==> config.mk <==
export PLATFORM = sky130hd
export DESIGN_NAME = ct_fcnvt_issue_ctrl
export DESIGN_NICKNAME = d
export VERILOG_FILES = /design/src/rtl/ct_fcnvt_issue_ctrl.sv
export SDC_FILE = /design/constraint.sdc
export NUM_CORES = 1
export LEC_CHECK = 0
export ABC_CLOCK_PERIOD_IN_PS = 3100
export CORE_MARGIN = 4
export CORE_UTILIZATION = 45
export CTS_CLUSTER_SIZE = 25
export DETAILED_ROUTE_END_ITERATION = 12
export MAX_ROUTING_LAYER = met4
export PLACE_DENSITY_LB_ADDON = 0.08
export SETUP_SLACK_MARGIN = 0.05
export SYNTH_ARGS = -nofsm -noshare
export SYNTH_HDL_FRONTEND = slang
export SYNTH_SLANG_ARGS = --single-unit
export TNS_END_PERCENT = 100
==> constraint.sdc <==
create_clock -name forever_cpuclk -period 3.1 [get_ports forever_cpuclk]
set_input_delay 0.31 -clock forever_cpuclk [delete_from_list [all_inputs] [get_ports forever_cpuclk]]
set_output_delay 0.31 -clock forever_cpuclk [all_outputs]
set_load 0.05 [all_outputs]
==> src/rtl/ct_fcnvt_issue_ctrl.sv <==
// Vector FP convert issue control: issue buffer,
// EX1 launch and EX1-EX3 IID tracking to writeback.
module ct_fcnvt_issue_ctrl #(
  parameter int DEPTH  = 2,
  parameter int FUNC_W = 20,
  parameter int IID_W  = 7
) (
  input  logic              forever_cpuclk,
  input  logic              cpurst_b,
  input  logic              rf_cnvt_vld,
  input  logic [FUNC_W-1:0] rf_cnvt_func,
  input  logic [IID_W-1:0]  rf_cnvt_iid,
  output logic              rf_cnvt_rdy,
  input  logic              vfpu_wb_slot_busy,
  input  logic              rtu_yy_xx_flush,
  output logic [2:0]        dp_vfalu_ex1_pipex_sel,
  output logic [FUNC_W-1:0] ex1_cnvt_func,
  output logic [IID_W-1:0]  ex1_cnvt_iid,
  output logic              ex3_cnvt_wb_vld,
  output logic [IID_W-1:0]  ex3_cnvt_wb_iid,
  output logic              cnvt_pipe_idle
);

  localparam int PW = $clog2(DEPTH);
  localparam int CW = PW + 1;

  logic [CW-1:0]     cnt_q;
  logic [CW-1:0]     cnt_d;
  logic [PW-1:0]     wr_q;
  logic [PW-1:0]     rd_q;
  logic [FUNC_W-1:0] buf_func_q [DEPTH];
  logic [IID_W-1:0]  buf_iid_q  [DEPTH];

  logic              ex1_vld_q;
  logic              ex2_vld_q;
  logic              ex3_vld_q;
  logic [FUNC_W-1:0] ex1_func_q;
  logic [IID_W-1:0]  ex1_iid_q;
  logic [IID_W-1:0]  ex2_iid_q;
  logic [IID_W-1:0]  ex3_iid_q;

  logic push;
  logic pop;
  logic empty;

  assign empty       = (cnt_q == '0);
  assign rf_cnvt_rdy = (cnt_q != CW'(DEPTH));

  assign push = rf_cnvt_vld & rf_cnvt_rdy
              & ~rtu_yy_xx_flush;
  assign pop  = ~empty & ~vfpu_wb_slot_busy
              & ~rtu_yy_xx_flush;

  // Occupancy: net change only when exactly one of push/pop fires
  always_comb begin
    cnt_d = cnt_q;
    unique case ({push, pop})
      2'b10:   cnt_d = cnt_q + CW'(1);
      2'b01:   cnt_d = cnt_q - CW'(1);
      default: cnt_d = cnt_q;
    endcase
  end

  // Issue buffer pointers and occupancy; flush empties the buffer
  always_ff @(posedge forever_cpuclk) begin
    if (!cpurst_b) begin
      cnt_q <= '0;
      wr_q  <= '0;
      rd_q  <= '0;
    end else if (rtu_yy_xx_flush) begin
      cnt_q <= '0;
      wr_q  <= '0;
      rd_q  <= '0;
    end else begin
      cnt_q <= cnt_d;
      if (push) wr_q <= wr_q + PW'(1);
      if (pop)  rd_q <= rd_q + PW'(1);
    end
  end

  // Issue buffer storage, written at the write pointer on accept
  always_ff @(posedge forever_cpuclk) begin
    if (!cpurst_b) begin
      for (int i = 0; i < DEPTH; i++) begin
        buf_func_q[i] <= '0;
        buf_iid_q[i]  <= '0;
      end
    end else if (push) begin
      buf_func_q[wr_q] <= rf_cnvt_func;
      buf_iid_q[wr_q]  <= rf_cnvt_iid;
    end
  end

  // EX1-EX3 valid chain; never stalls, only flush kills it
  always_ff @(posedge forever_cpuclk) begin
    if (!cpurst_b) begin
      ex1_vld_q <= 1'b0;
      ex2_vld_q <= 1'b0;
      ex3_vld_q <= 1'b0;
    end else if (rtu_yy_xx_flush) begin
      ex1_vld_q <= 1'b0;
      ex2_vld_q <= 1'b0;
      ex3_vld_q <= 1'b0;
    end else begin
      ex1_vld_q <= pop;
      ex2_vld_q <= ex1_vld_q;
      ex3_vld_q <= ex2_vld_q;
    end
  end

  // Stage data follows its valid; func only needed in EX1
  always_ff @(posedge forever_cpuclk) begin
    if (!cpurst_b) begin
      ex1_func_q <= '0;
      ex1_iid_q  <= '0;
      ex2_iid_q  <= '0;
      ex3_iid_q  <= '0;
    end else begin
      if (pop) begin
        ex1_func_q <= buf_func_q[rd_q];
        ex1_iid_q  <= buf_iid_q[rd_q];
      end
      if (ex1_vld_q) ex2_iid_q <= ex1_iid_q;
      if (ex2_vld_q) ex3_iid_q <= ex2_iid_q;
    end
  end

  assign dp_vfalu_ex1_pipex_sel = {ex1_vld_q, 2'b00};
  assign ex1_cnvt_func   = ex1_func_q;
  assign ex1_cnvt_iid    = ex1_iid_q;
  assign ex3_cnvt_wb_vld = ex3_vld_q;
  assign ex3_cnvt_wb_iid = ex3_iid_q;
  assign cnvt_pipe_idle  = empty & ~ex1_vld_q
                         & ~ex2_vld_q & ~ex3_vld_q;

endmodule
==> results of run 1 <==
[Yosys cell counts (3+ instances only)]
cell type | instances | area share
clkbuf_1 | 5 | 0.0044
buf_4 | 8 | 0.014
buf_2 | 7 | 0.0083
nor2b_1 | 15 | 0.022
dfxtp_1 | 48 | 0.23
mux2i_1 | 41 | 0.097
nand3_1 | 27 | 0.032
edfxtp_1 | 54 | 0.38
o21ai_0 | 4 | 0.0047
buf_6 | 5 | 0.013
and2_2 | 7 | 0.012
o211a_1 | 27 | 0.064
a21oi_1 | 3 | 0.0035
and2_1 | 49 | 0.072
[cell type report]
class / instances / area, µm²
fill: 793 / 4020
sequential: 102 / 2580
multi-input combinational: 195 / 1490
timing repair buffer: 76 / 738
clock buffer: 12 / 170
tap: 111 / 139
clock inverter: 4 / 50.0
inverter: 2 / 7.51
[cell usage in the layout, fill, tap and decap left out, types with 7 or more instances in the layout]
cell type / instances
clkdlybuf4s50_1: 68
edfxtp_1: 54
and2_1: 49
dfxtp_1: 47
mux2i_1: 41
nand3_1: 27
o211a_1: 27
nor2b_1: 15
clkbuf_8: 10
and2_2: 7
buf_4: 7
[path summary, 6_finish.rpt]
check             cells past startpoint                     startpoint                            end
hold reg to reg                       1  ex1_cnvt_func[7]$_SDFFE_PN0P_  ex1_cnvt_func[7]$_SDFFE_PN0P_
hold / removal                        2                       cpurst_b  ex1_cnvt_func[0]$_SDFFE_PN0P_
setup reg to reg                      3          cnt_q[0]$_SDFFE_PP0P_  buf_iid_q[0][6]$_SDFFCE_PN0P_
setup / recovery                      3          cnt_q[0]$_SDFFE_PP0P_                 cnvt_pipe_idle
[kinds of logic after synthesis]
logic type                 share of synthesized area
buffers and inverters                         0.0420
AOI/OAI and AO/OA                             0.0721
adders and majority gates                    0.00295
muxes                                         0.0969
other                                       0.000886
xor gates and xnor gates                     0.00414
and+or+nand+nor                                0.171
DFF                                            0.610
[worst max-delay path, cell delays in order (launching register included)]
cell and delay (ns):
dfxtp_1 0.38, or2_1 0.26, nor4_1 0.18, clkdlybuf4s50_1 0.85
[routing by layer]
layer  vias to the layer above  global-route usage
li1                       1278                   -
met3                        11              0.0371
met4                         0              0.0562
met1                      1275               0.191
met2                        54               0.253
met5                         -                   -
[sequential cells by signal, summed over array words and instances, names as in the netlist]
name and flops:
buf_func_q 40, ex1_cnvt_func 20, buf_iid_q 14, ex1_cnvt_iid 7, ex2_iid_q 7, ex3_cnvt_wb_iid 7
cnt_q 2, ex1_vld_q 1, ex2_vld_q 1, ex3_cnvt_wb_vld 1, rd_q 1, wr_q 1
[report_power, final]
part | leakage [nW] | switching (W) | total, W | internal (W)
Combinational | 1.02 | 0.000117 | 0.000202 | 0.0000851
Sequential | 0.955 | 0.0000172 | 0.00148 | 0.00147
Clock | 0.116 | 0.000435 | 0.000891 | 0.000456
Total | 2.09 | 0.000569 | 0.00258 | 0.00201
[through the flow]
stage	area, µm²	power (W)	util
3_3_place_gp	4960	0.00172	0.539
2_1_floorplan	4240	0.00163	-
6_report	5180	0.00258	0.563
3_5_place_dp	4960	0.00172	0.539
5_1_grt	5180	0.00269	0.563
4_1_cts	5180	0.00261	0.563
==> metrics, run 1 <==
root buf cell=clkbuf_8; total of max-cap violations=0; CTS Sinks=102; pre-CTS worst setup slack=0.524 ns; routability cong.=0.722; Die Wd=105 µm; CP Capture Type=output port; yosys warns=0; die area=11000 µm²; Core Box Area=9200 µm²; All-Layer GR Usage=0.156; Cell Count, Final, Fillers Out=about 500; via count of the routed design=2618; final-report hold violation count=0; M1 wire length=3660 µm; Skew-Pair Late Insertion Delay=0.36 ns; worst-path fanout max=5; Worst Hold Slack=between 0.2 and 0.3 ns; Pleak=~2.1 nW; H-tree levels=3; dpl cells=486; Nets=about 420; relative slew slack=0.166; fmax=0.428 GHz; outcome=complete, no violations; WL per Instance=15.9 µm; largest net degree at the start of global routing=39; RSZ-0062 raised after global routing=no; Synth Flop Type=edfxtp_1; Final Max Slew Viols=0; Post-CTS Setup Bufs=0; PostCTS Resize Cnt=0; Netlist cell types=32; worst slew pin tran=1.24 ns; clk slew on worst S/H paths=approximately 0.10 ns; period utilization=0.754; Final WS setup=0.763 ns; number of synthesized register bits=102; top layer in use=met4; number of flops mapped to enable cells by yosys=54; Initial Utilization=0.460; Startpoint Class=register; met3 wire length=about 330 µm; asr flop ratio synth=0; maximum VDD drop=276 µV; FF-to-FF setup slack=1.10 ns; Post-CTS Hold Fix Bufs=0; Min Clock Period, post-route=2.34 ns; Routed WL=7960 µm; first-pass GRT wire length=about 13000 µm; post-DP HPWL=4900 µm; Mapped Avg Cell Area=around 13 µm²; skew final=0.0101 ns; worst min-delay path class=in -> reg; area grow syn2layout=22.3%; initial antenna violation count=0; drt pass-1 iters=4; Worst EP arrival=2.03 ns; setup TNS=0 ns; die height=105 µm; Crit Path Class=reg -> out; post-synthesis instance total=323; layout cell share with drive strength beyond 1=0.107; Iteration-0 DRC Markers=82; Seq/Total Area, Yosys=0.610; Synth Cell Area=4230 µm²; maximum clock path buffer count=2; metal2 WL=3850 µm; CP required=2.79 ns; final setup violation count=0; Num CTS Buffers=9; antenna diode count=0; Core Rows=35; vias per inst=5.22; DRC viols=0; vias in the first global route=approximately 2600; antenna viol nets, final=0; Buffers on Ports=slightly below 70; PwrDens=498 nW/µm²; global route overflow=0; io pins=72; CTS tree=yes
No activity file was read; power rests on OpenSTA's default activity.
==> inputs of run 2 (changes only) <==
Settings changed: ABC_CLOCK_PERIOD_IN_PS 3100 to 2400.
Clock period 3.1 ns to 2.4 ns, I/O delays scaled along.
==> run 2 against run 1 <==
  * Cell count up 0.60%
  * Die area unchanged
  * Critical path depth unchanged
  * Routed wire length up 0.64%
  * Non-clock buffer count up 3
  * Core utilization up 0.59 points
  * Clock power up 25%
  * Sequential cell count unchanged
  * Total power up 28%
  * Worst hold slack better by 0.088 ns
  * Clock-buffer cell count unchanged
  * Largest cell class unchanged
  * Highest routed layer unchanged
==> metrics, run 2 (synthesis results as in run 1) <==
outcome=complete, no violations; CP required=2.16 ns (-0.63 ns); layout cell share with drive strength beyond 1=0.119 (+0.0119); total of max-cap violations=0 (unchanged); Pleak=2.11 nW (+0.98%); Final Max Slew Viols=0 (unchanged); RSZ-0062 raised after global routing=no; CP Buf/Inv Count=2 (+1); setup TNS=0 ns (unchanged); Buffers on Ports=69 (unchanged); Num CTS Buffers=9 (unchanged); io pins=72 (unchanged); commonest non-fill, non-tap cells in the layout=67 x clkdlybuf4s50_1, 54 x edfxtp_1, 49 x and2_1; Core Rows=35 (unchanged); FF-to-FF path depth=3 (unchanged); PostCTS Resize Cnt=0 (unchanged); overall power=0.00330 W (+28%); Skew-Pair Late Insertion Delay=0.35 ns (about the same); CTS tree=yes; period utilization=0.838; FF-to-FF setup slack=0.44 ns (-0.66 ns); Post-CTS Hold Fix Bufs=0 (unchanged); Worst Hold Slack=0.362 ns (+0.0880 ns); die area=11000 µm² (unchanged); Nets=422 (+0.72%); worst slew pin tran=1.19 ns (-0.0544 ns); post-DP HPWL=5020 µm (+2.5%); worst min-delay path class=in -> reg; HP Start=cpurst_b; maximum clock path buffer count=2 (unchanged); Post-CTS Setup Bufs=0 (unchanged); CP peak stage delay=0.79 ns (-0.06 ns); RR Startpoint=cnt_q[0]$_SDFFE_PP0P_; WL per Instance=15.9 µm (about the same); H-tree levels=3 (unchanged); clk slew on worst S/H paths=0.10 ns (about the same); RR Endpoint=buf_iid_q[0][6]$_SDFFCE_PN0P_; vias per inst=5.18 (-0.67%); fmax=0.497 GHz; maximum VDD drop=329 µV (+19%); CTS Sinks=102 (unchanged); die height=105 µm (unchanged); relative slew slack=0.203 (+0.0365); final setup violation count=0 (unchanged); highest-delay cell along the critical path=clkdlybuf4s50_1; CP cell instances=nor2b_4 -> inv_2 -> clkdlybuf4s50_1; Crit Path Class=reg -> out; vias in the first global route=2639 (+3.5%); antenna viol nets, final=0 (unchanged); drt pass-1 iters=4 (unchanged); Top delay family on crit path=buffers and inverters; max reg flops=40 (unchanged); skew final=0.0113 ns (+0.00123 ns); Worst EP arrival=1.77 ns (-0.26 ns); first-pass GRT wire length=13100 µm (-0.68%); Die Wd=105 µm (unchanged); commonest non-fill, non-tap cell in the layout=clkdlybuf4s50_1; Initial Utilization=0.460 (unchanged); Placed Area=5020 µm² (+1.3%); Min Clock Period, post-route=2.01 ns; DRC viols=0 (unchanged); Routed WL=8010 µm (+0.64%); CP Capture Type=output port; hold path cells=3 (+1); routability cong.=0.713 (-1.2%); initial antenna violation count=0 (unchanged); via count of the routed design=2616 (-0.076%); fin area=5230 µm² (+1.0%); largest net degree at the start of global routing=45 (+15%); Biggest register=buf_func_q; worst-path fanout max=5 (unchanged); Core Box Area=9200 µm² (unchanged); Worst Hold Path EP=ex2_vld_q$_SDFF_PP0_; global route overflow=0 (unchanged); root buf cell=clkbuf_8; Startpoint Class=register; All-Layer GR Usage=0.156 (-0.000605); PwrDens=630 nW/µm² (+27%); final-report hold violation count=0 (unchanged); antenna diode count=0 (unchanged); Iteration-0 DRC Markers=77 (-6.1%); area grow syn2layout=23.6%
==> run 2: cell types whose count changed in the layout (fill, tap and decap cells not counted), sizes merged <==
cell | before | now
inv | 4 | 5
bufinv | 1 | 0
buf | 8 | 12
clkinvlp | 0 | 1
clkinv | 1 | 0
clkdlybuf4s50 | 68 | 67
==> run 2: worst min-delay path: stages <==
cell	delay, ns
buf_2	0.13
nor2b_1	0.16
and2_1	0.15
==> run 2: how the worst max path moves through the flow <==
stage                                from                             end  slack, ns  cells after the start
finish              cnt_q[0]$_SDFFE_PP0P_                     rf_cnvt_rdy       0.39                      3
global route        cnt_q[0]$_SDFFE_PP0P_   buf_iid_q[0][6]$_SDFFCE_PN0P_       0.17                      3
CTS                 cnt_q[0]$_SDFFE_PP0P_   buf_iid_q[0][6]$_SDFFCE_PN0P_       0.33                      3
detailed placement            rf_cnvt_vld   buf_iid_q[0][0]$_SDFFCE_PN0P_       0.05                      4
global placement              rf_cnvt_vld   buf_iid_q[0][0]$_SDFFCE_PN0P_       0.08                      4
floorplan           cnt_q[0]$_SDFFE_PP0P_  buf_func_q[1][0]$_SDFFCE_PN0P_       0.23                      5
==> run 2: power breakdown <==
part           total, W  internal (W)  switching, W
clock           0.00111      0.000510      0.000599
sequential      0.00192       0.00189     0.0000215
combinational  0.000275      0.000121      0.000154
total           0.00330       0.00253      0.000774
==> run 2: per-layer routing <==
layer,GRT usage,wire length (µm),share of wire
met1,0.191,3600,0.45
met2,0.263,4110,0.51
met3,0.0278,278,0.035
met4,0.0478,33,0.0041
met5,-,0,0
==> run 2: area by class of cell <==
type | count | area (µm²)
clock inverters | 4 | 33.8
multi-input cells | 195 | 1500
inverters | 2 | 7.51
clock buffers | 12 | 176
well taps | 111 | 139
flip-flops and latches | 102 | 2580
fillers | 799 | 3960
repair buffers | 79 | 796
==> run 2: stage by stage <==
step	setup WS, ns	std cells	utilization
finish	0.388	505	0.569
global placement	0.0812	489	0.546
floorplan	0.233	324	-
global route	0.170	505	0.569
detailed placement	0.0455	489	0.546
CTS	0.332	505	0.569
==> inputs of run 3 (changes only) <==
Settings changed: ABC_CLOCK_PERIOD_IN_PS 2400 to 1900.
Clock period 2.4 ns to 1.9 ns, I/O delays scaled along.
==> run 3 against run 2 <==
  * Cell count up 1.8%
  * Clock power grew 12%
  * Global-route usage grew 0.32 points
  * Critical endpoint is now cnt_q[1]$_SDFFE_PP0P_
  * Design area grew 1.5%
  * Critical path depth grew 3
  * Worst hold slack worse by 0.089 ns
  * Non-clock buffer count rose by 9
  * Sequential power grew 26%
  * Via count up 2.6%
==> metrics, run 3 (synthesis results as in run 1) <==
DRC viols=0 (unchanged); WL per Instance=16.0 µm (+0.70%); PwrDens=759 nW/µm² (+20%); Power Internal=0.00305 W (+21%); Routed WL=8210 µm (+2.5%); vias per inst=5.22 (+0.80%); metal2 WL=4110 µm (unchanged); worst-path fanout max=5 (unchanged); commonest non-fill, non-tap cells in the layout=65 x clkdlybuf4s50_1, 54 x edfxtp_1, 49 x and2_1; post-DP HPWL=5350 µm (+6.6%); Post-CTS Setup Bufs=0 (unchanged); Die Wd=105 µm (unchanged); final setup violation count=0 (unchanged); worst min-delay path class=in -> reg; CTS tree=yes; Clk pwr share=0.308 (-0.028); clk slew on worst S/H paths=0.10 ns (about the same); total of max-cap violations=0 (unchanged); die height=105 µm (unchanged); Post-CTS Hold Fix Bufs=0 (unchanged); drt pass-1 iters=4 (unchanged); Final Max Slew Viols=0 (unchanged); die area=11000 µm² (unchanged); Seq pwr share=0.600 (+0.019); Initial Utilization=0.460 (unchanged); worst slew pin tran=0.574 ns (-0.613 ns); final-report hold violation count=0 (unchanged); first-pass GRT wire length=13500 µm (+2.7%); initial antenna violation count=0 (unchanged); Startpoint Class=register; Skew-Pair Late Insertion Delay=0.36 ns (about the same); Worst EP arrival=2.08 ns (+0.31 ns); global route overflow=0 (unchanged); hold path cells=3 (unchanged); M1 wire length=3700 µm (+2.9%); Core Box Area=9200 µm² (unchanged); root buf cell=clkbuf_8; CP Capture Type=register; Min Clock Period, post-route=roughly 1.8 ns; Biggest register=buf_func_q; maximum VDD drop=390 µV (+19%); Iteration-0 DRC Markers=102 (+32%); largest net degree at the start of global routing=34 (-24%); Buffers on Ports=69 (unchanged); FF-to-FF path depth=6 (+3); RSZ-0062 raised after global routing=no; vias in the first global route=2609 (-1.1%); pre-CTS worst setup slack=-0.153 ns (-0.199 ns); All-Layer GR Usage=0.159 (+0.00318); Core Rows=35 (unchanged); met3 wire length=290 µm (+4.3%); skew final=0.00982 ns (-0.00148 ns); Pleak=2.16 nW (+1.9%); routability cong.=0.708 (-0.60%); H-tree levels=3 (unchanged); maximum clock path buffer count=2 (unchanged); via count of the routed design=2684 (+2.6%); Gate power share=0.092 (+0.009); fmax=approximately 0.56 GHz; Final WS setup=0.109 ns (-0.278 ns); Core Util, Final=0.578 (+0.00871); sw frac=0.244 (+0.00913); Num CTS Buffers=9 (unchanged); CTS Sinks=102 (unchanged); Crit Path Class=reg -> reg; layout cell share with drive strength beyond 1=0.144 (+0.0246); commonest non-fill, non-tap cell in the layout=clkdlybuf4s50_1; area grow syn2layout=25.5%; NetSw=0.000983 W (+27%); outcome=complete, no violations; period utilization=0.942; CP required=2.19 ns (+0.03 ns); top layer in use=met4; Nets=431 (+2.1%); io pins=72 (unchanged); antenna diode count=0 (unchanged); antenna viol nets, final=0 (unchanged); relative slew slack=0.617 (+0.414); max reg flops=40 (unchanged)
[run 3: area by class of cell]
class | instances | area, µm²
clock inverter | 6 | 46.3
tap | 111 | 139
clock buffer | 10 | 128
sequential | 102 | 2590
fill | 779 | 3880
timing repair buffer | 88 | 897
inverter | 2 | 7.51
multi-input combinational | 195 | 1510
[run 3: final timing paths]
kind                                                      end  slack [ns]                          start
worst max-delay path                    cnt_q[1]$_SDFFE_PP0P_        0.11          cnt_q[1]$_SDFFE_PP0P_
worst max register to register          cnt_q[1]$_SDFFE_PP0P_        0.11          cnt_q[1]$_SDFFE_PP0P_
worst min register to register  ex1_cnvt_func[1]$_SDFFE_PN0P_        0.50  ex1_cnvt_func[1]$_SDFFE_PN0P_
worst min-delay path            ex1_cnvt_func[5]$_SDFFE_PN0P_        0.27                       cpurst_b
[run 3: power groups by stage]
| stage | Clock, W | Sequential, W | Combinational [W] |
|---|---|---|---|
| 2_1_floorplan | 0 | 0.00251 | 0.000162 |
| 3_3_place_gp | 0 | 0.00247 | 0.000372 |
| 3_5_place_dp | 0 | 0.00247 | 0.000375 |
| 4_1_cts | 0.00129 | 0.00242 | 0.000376 |
| 5_1_grt | 0.00137 | 0.00243 | 0.000401 |
| 6_report | 0.00124 | 0.00242 | 0.000371 |
[run 3: layer usage]
layer | up-vias | global-route usage
li1 | 1300 | -
met1 | 1319 | 0.197
met2 | 56 | 0.263
met3 | 9 | 0.0253
met4 | 0 | 0.0590
met5 | - | -
[run 3: worst max-delay path, cell delays in order (launching register included)]
cell	delay (ns)
dfxtp_2	0.35
nor2b_4	0.14
or3_2	0.41
ha_1	0.20
xnor2_1	0.13
or3_1	0.34
a21oi_2	0.15
[run 3: timing repair]
action / 4_1_cts / 5_1_grt
hold endpoints to repair: 0 / 0
gates resized for setup: 1 / 3
setup endpoints to repair: 1 / 1
[run 3: through the flow]
| stage | cells | setup TNS, ns | area [µm²] | hold WS [ns] | total power (W) |
|---|---|---|---|---|---|
| global route | 514 | 0 | 5310 | 0.280 | 0.00420 |
| floorplan | 324 | 0 | 4270 | 0.388 | 0.00267 |
| CTS | 514 | 0 | 5310 | 0.261 | 0.00408 |
| global placement | 498 | -1.39 | 5140 | 0.482 | 0.00284 |
| detailed placement | 498 | -1.80 | 5140 | 0.486 | 0.00285 |
| finish | 514 | 0 | 5310 | 0.273 | 0.00404 |
